==> config.mk <==
export PLATFORM = sky130hd
export DESIGN_NAME = mem_arbiter
export DESIGN_NICKNAME = d
export VERILOG_FILES = /design/src/rtl/mem_arbiter.sv
export SDC_FILE = /design/constraint.sdc
export NUM_CORES = 1
export LEC_CHECK = 0
export ABC_AREA = 1
export BUFFER_PORTS_ARGS = -buffer_cell sky130_fd_sc_hd__buf_2
export CAP_MARGIN = 20
export CORE_MARGIN = 2
export CORE_UTILIZATION = 47
export DETAILED_ROUTE_END_ITERATION = 12
export GPL_ROUTABILITY_DRIVEN = 1
export PLACE_DENSITY = 0.79
export SLEW_MARGIN = 0
export SYNTH_ARGS = -nofsm -noshare
export SYNTH_HDL_FRONTEND = slang
export SYNTH_SLANG_ARGS = --single-unit
==> constraint.sdc <==
create_clock -name clk -period 1.5 [get_ports clk]
set_clock_uncertainty 0.05 [all_clocks]
set_input_delay 0.15 -clock clk [delete_from_list [all_inputs] [get_ports clk]]
set_output_delay 0.15 -clock clk [all_outputs]
set_load 0.05 [all_outputs]
==> src/rtl/mem_arbiter.sv <==
// Two-port arbiter in front of a single-outstanding memory unit.
// Port A (instruction fetch) and port B (data) compete for one request
// slot. Contention is resolved round-robin or with fixed A priority.
// Every output is a flop, so there is no combinational input-to-output path.
module mem_arbiter #(
  parameter int ROUND_ROBIN = 1
) (
  input  logic        clk,
  input  logic        nrst,
  input  logic        a_req,
  input  logic [15:0] a_addr,
  input  logic        a_rwn,
  input  logic [15:0] a_wdata,
  output logic        a_ack,
  output logic [15:0] a_rdata,
  output logic        a_rvalid,
  input  logic        b_req,
  input  logic [15:0] b_addr,
  input  logic        b_rwn,
  input  logic [15:0] b_wdata,
  output logic        b_ack,
  output logic [15:0] b_rdata,
  output logic        b_rvalid,
  output logic [15:0] m_memaddr,
  output logic        m_enable,
  output logic        m_rwn,
  output logic [15:0] m_data_in,
  input  logic        m_ready,
  input  logic [15:0] m_data_out,
  input  logic        m_data_valid
);

  localparam bit RR = (ROUND_ROBIN != 0);

  typedef enum logic [1:0] {
    IDLE      = 2'd0,
    ISSUE     = 2'd1,
    WAIT_DONE = 2'd2
  } state_t;

  state_t      state_q, state_d;
  logic        started_q, started_d;   // set one edge after reset release
  logic        last_b_q, last_b_d;     // 1 = port B was served last
  logic        gnt_b_q, gnt_b_d;       // port owning the current transaction
  logic        rd_pend_q, rd_pend_d;   // granted read still awaiting its data
  logic [15:0] m_memaddr_q, m_memaddr_d;
  logic        m_enable_q, m_enable_d;
  logic        m_rwn_q, m_rwn_d;
  logic [15:0] m_data_in_q, m_data_in_d;
  logic        a_ack_q, a_ack_d;
  logic        b_ack_q, b_ack_d;
  logic [15:0] a_rdata_q, a_rdata_d;
  logic [15:0] b_rdata_q, b_rdata_d;
  logic        a_rvalid_q, a_rvalid_d;
  logic        b_rvalid_q, b_rvalid_d;
  logic        pick_a;

  // Next-state logic: arbitration in IDLE, handshake tracking afterwards,
  // and read-data capture whenever a read is in flight.
  always_comb begin
    state_d     = state_q;
    started_d   = 1'b1;
    last_b_d    = last_b_q;
    gnt_b_d     = gnt_b_q;
    rd_pend_d   = rd_pend_q;
    m_memaddr_d = m_memaddr_q;
    m_enable_d  = m_enable_q;
    m_rwn_d     = m_rwn_q;
    m_data_in_d = m_data_in_q;
    a_ack_d     = 1'b0;
    b_ack_d     = 1'b0;
    a_rdata_d   = a_rdata_q;
    b_rdata_d   = b_rdata_q;
    a_rvalid_d  = 1'b0;
    b_rvalid_d  = 1'b0;

    // A wins when alone, under fixed priority, or when B was served last.
    pick_a = a_req && (!b_req || !RR || last_b_q);

    case (state_q)
      IDLE: begin
        // started_q delays the first grant to the second edge after reset.
        if (started_q && m_ready && (a_req || b_req)) begin
          if (pick_a) begin
            m_memaddr_d = a_addr;
            m_rwn_d     = a_rwn;
            m_data_in_d = a_wdata;
            gnt_b_d     = 1'b0;
            rd_pend_d   = a_rwn;
            a_ack_d     = 1'b1;
          end else begin
            m_memaddr_d = b_addr;
            m_rwn_d     = b_rwn;
            m_data_in_d = b_wdata;
            gnt_b_d     = 1'b1;
            rd_pend_d   = b_rwn;
            b_ack_d     = 1'b1;
          end
          m_enable_d = 1'b1;
          state_d    = ISSUE;
        end
      end
      ISSUE: begin
        // The memory drops m_ready once it has taken the request.
        if (!m_ready) begin
          m_enable_d = 1'b0;
          state_d    = WAIT_DONE;
        end
      end
      WAIT_DONE: begin
        // Back to IDLE without granting on this edge: IDLE lasts >= 1 cycle.
        if (m_ready) begin
          last_b_d  = gnt_b_q;
          rd_pend_d = 1'b0;
          state_d   = IDLE;
        end
      end
      default: state_d = IDLE;
    endcase

    // Read data is only accepted for a granted read that is still pending,
    // which also filters out stray m_data_valid in IDLE and on writes.
    if (state_q != IDLE && rd_pend_q && m_data_valid) begin
      rd_pend_d = 1'b0;
      if (gnt_b_q) begin
        b_rdata_d  = m_data_out;
        b_rvalid_d = 1'b1;
      end else begin
        a_rdata_d  = m_data_out;
        a_rvalid_d = 1'b1;
      end
    end
  end

  // State and registered outputs; reset abandons any transaction.
  always_ff @(posedge clk or negedge nrst) begin
    if (!nrst) begin
      state_q     <= IDLE;
      started_q   <= 1'b0;
      last_b_q    <= 1'b1;
      gnt_b_q     <= 1'b0;
      rd_pend_q   <= 1'b0;
      m_memaddr_q <= 16'h0000;
      m_enable_q  <= 1'b0;
      m_rwn_q     <= 1'b1;
      m_data_in_q <= 16'h0000;
      a_ack_q     <= 1'b0;
      b_ack_q     <= 1'b0;
      a_rdata_q   <= 16'h0000;
      b_rdata_q   <= 16'h0000;
      a_rvalid_q  <= 1'b0;
      b_rvalid_q  <= 1'b0;
    end else begin
      state_q     <= state_d;
      started_q   <= started_d;
      last_b_q    <= last_b_d;
      gnt_b_q     <= gnt_b_d;
      rd_pend_q   <= rd_pend_d;
      m_memaddr_q <= m_memaddr_d;
      m_enable_q  <= m_enable_d;
      m_rwn_q     <= m_rwn_d;
      m_data_in_q <= m_data_in_d;
      a_ack_q     <= a_ack_d;
      b_ack_q     <= b_ack_d;
      a_rdata_q   <= a_rdata_d;
      b_rdata_q   <= b_rdata_d;
      a_rvalid_q  <= a_rvalid_d;
      b_rvalid_q  <= b_rvalid_d;
    end
  end

  assign m_memaddr = m_memaddr_q;
  assign m_enable  = m_enable_q;
  assign m_rwn     = m_rwn_q;
  assign m_data_in = m_data_in_q;
  assign a_ack     = a_ack_q;
  assign b_ack     = b_ack_q;
  assign a_rdata   = a_rdata_q;
  assign b_rdata   = b_rdata_q;
  assign a_rvalid  = a_rvalid_q;
  assign b_rvalid  = b_rvalid_q;

endmodule

==> summary.txt <==
Floorplan
  – Initial Util: 49.3%
  – Placement Rows: 30
  – IO Pins: 158
  – Total core area: 0.00687 sq mm
  – Die span in x: 88.9 um
  – Die height: 88.9 um
  – Die ar.: 0.00790 sq mm

Cells and area
  – # diodes: 0
  – Most frequent cells in the layout: 205 x nand2_1, 156 x buf_2, 74 x dfrtp_1
  – Fin cells: 678
  – Most common cell after layout, fill and taps aside: nand2_1
  – Nets: 665
  – P&R area growth vs syn: 35.4%
  – Design area: 0.00458 sq mm
  – Share of layout cells above drive strength 1: 34.4%

Drt
  – Drt first-iter violations: 137
  – DR pass1 iterations: 4
  – Drt wl/cell: 12.9 um
  – Via density: 4.80
  – DRC: 0
  – Antenna-violating nets left: 0
  – Final wirelength: 8.73 mm
  – DR vias: 3,254

STA
  – Fmax: 755 MHz
  – Setup Total Neg Slack: 0 ns
  – Final worst path period need: 1.32 ns
  – Final setup fails: 0
  – Final hold viol count: 0
  – RSZ-0062 raised after global routing: false
  – Worst hold margin: 0.0102 ns
  – Period utilisation layout: 88.3%
  – Final Max Slew Viols: 0

Clock network
  – Num CTS Buffers: 9
  – Clock Root Buffer: clkbuf_8
  – TritonCTS clock tree: done
  – Post_cts resized: 0
  – CTS H-tree lvls: 3
  – CTS sink cnt: 76
  – Clock Path Buffers: 2
  – Worst-Skew Late Latency: 0.33 ns
  – CTS clk-pin slew, worst paths: 0.09 ns

Run
  – Maxcap violations: 0

Worst setup path
  – Worst path cell trace: buf_2
  – WP buf/inv: 1
  – WP data arrival: 1.12 ns
  – CP Capture Type: output pin
  – Max incr delay on CP: 0.53 ns
  – CP max FO: 2
  – CP Class: register to output pin
  – Crit-path slowest cell: dfstp_2
  – Startpoint types: register
  – CP required: 1.30 ns
  – Crit path max-delay family: flip-flops

Pwr
  – Peak VDD IR: 904 uV
  – Power per standard cell area: 2140 mW/mm^2
  – Total power: 0.00982 W
  – P_leak: 2.75 nW

Synth
  – Main area contributors after synthesis: dfrtp_1 55%, nand2_1 23%, nand3_1 5.0%, o21ai_0 3.0%, inv_1 2.6%
  – Mapped Cells: 414
  – Netlist cell types: 19
  – Avg Inst Size Synth: 8.18 sq um
  – Yosys top cell area share: 54.7%
  – Ys Warns: 0
  – Post-synthesis sequential area ratio: 56.3%
  – Syn Std Cell Area: 0.00338 sq mm
  – Syn Nets: 502
  – Top cell type by total area after synthesis: dfrtp_1
  – Seq cells post-synth: 76

GRT
  – Top Usage Layer GRT: met2
  – Met1 Track Usage GR: 29.0%
  – Vias in the first global route: 3,057
  – Initial antenna violation count: 0
  – First-pass GRT wire length: 14.0 mm
  – Met3 Track Usage GR: 4.38%
  – Largest net degree at the start of global routing: 38
  – GRT Total Usage: 23.0%
  – Remaining Overflow, GRT: 0
  – M2 GR Usage: 38.9%

Place
  – Detailed Place HPWL: 6.47 mm
  – Placed instance area: 0.00429 sq mm
  – Gpl congestion: 0.797
  – Placed insts: 656
  – # port buffers: 157

Hold path
  – Hold Path Class: primary input to register

Status
  – Status: completed
## per-layer routing
layer,routed length [um],vias to the layer above
met1,3640,1514
met3,485,18
li1,-,1605
met5,0,-
met4,160,0
met2,4450,117
## metrics by stage
stage	worst slack (ns)	util, %
after floorplan	0.244	-
after global placement	0.239	62.5
after detailed placement	0.196	62.5
after CTS	0.155	66.7
after global routing	0.0872	66.7
final	0.175	66.7
## sequential cells by signal, summed over array words and instances (netlist names)
signal / count
b_rvalid: 1
last_b_q: 1
m_memaddr: 16
a_rvalid: 1
a_rdata: 16
started_q: 1
b_rdata: 16
b_ack: 1
state_q: 2
m_rwn: 1
a_ack: 1
gnt_b_q: 1
m_data_in: 16
m_enable: 1
rd_pend_q: 1
## power breakdown
group          internal, W  switching [W]  total [W]
Sequential         0.00282       0.000412    0.00323
Combinational      0.00110        0.00370    0.00479
Clock              0.00100       0.000790    0.00179
Total              0.00492        0.00490    0.00982
## layout make-up
cell class	instances	area (sq um)
flip-flops and latches	76	1900
clock inverters	6	93.8
inverters	26	97.6
fillers	629	2290
clock buffers	10	138
multi-input cells	289	1220
well taps	96	120
repair buffers	175	1010
## cell usage after synthesis (all sizes together)
cell type    n
nand3       35
conb         1
dfrtp       74
or2          1
o21ai       35
nand2      209
dfstp        2
buf         23
nor2         5
a21oi        3
inv         26
## worst paths after layout
| kind | start | to | slack (ns) | cells after the start |
|---|---|---|---|---|
| setup / recovery | m_rwn$_DFFE_PN1P_ | m_rwn | 0.18 | 1 |
| hold / removal | m_data_out[3] | a_rdata[3]$_DFFE_PN0P_ | 0.01 | 3 |
| setup reg to reg | last_b_q$_DFFE_PN1P_ | m_memaddr[3]$_DFFE_PN0P_ | 0.19 | 8 |
| hold reg to reg | m_rwn$_DFFE_PN1P_ | m_rwn$_DFFE_PN1P_ | 0.42 | 2 |
| max in group asynchronous | nrst | m_memaddr[5]$_DFFE_PN0P_ | 0.65 | 3 |
| min in group asynchronous | nrst | m_data_in[14]$_DFFE_PN0P_ | 0.21 | 2 |
## repair_timing
item                                   4_1_cts  5_1_grt
buffers inserted                             0        0
endpoints found under the hold margin       31        0
hold buffers                                 6        0
## cells by family after synthesis
logic type	share of synthesized area (%)
AO/OA/AOI/OAI	5.84
other	0.111
buffers and inverters	7.80
AND/OR/NAND/NOR	30.0
flip-flops	56.3
(Power assumes the default switching activity.)
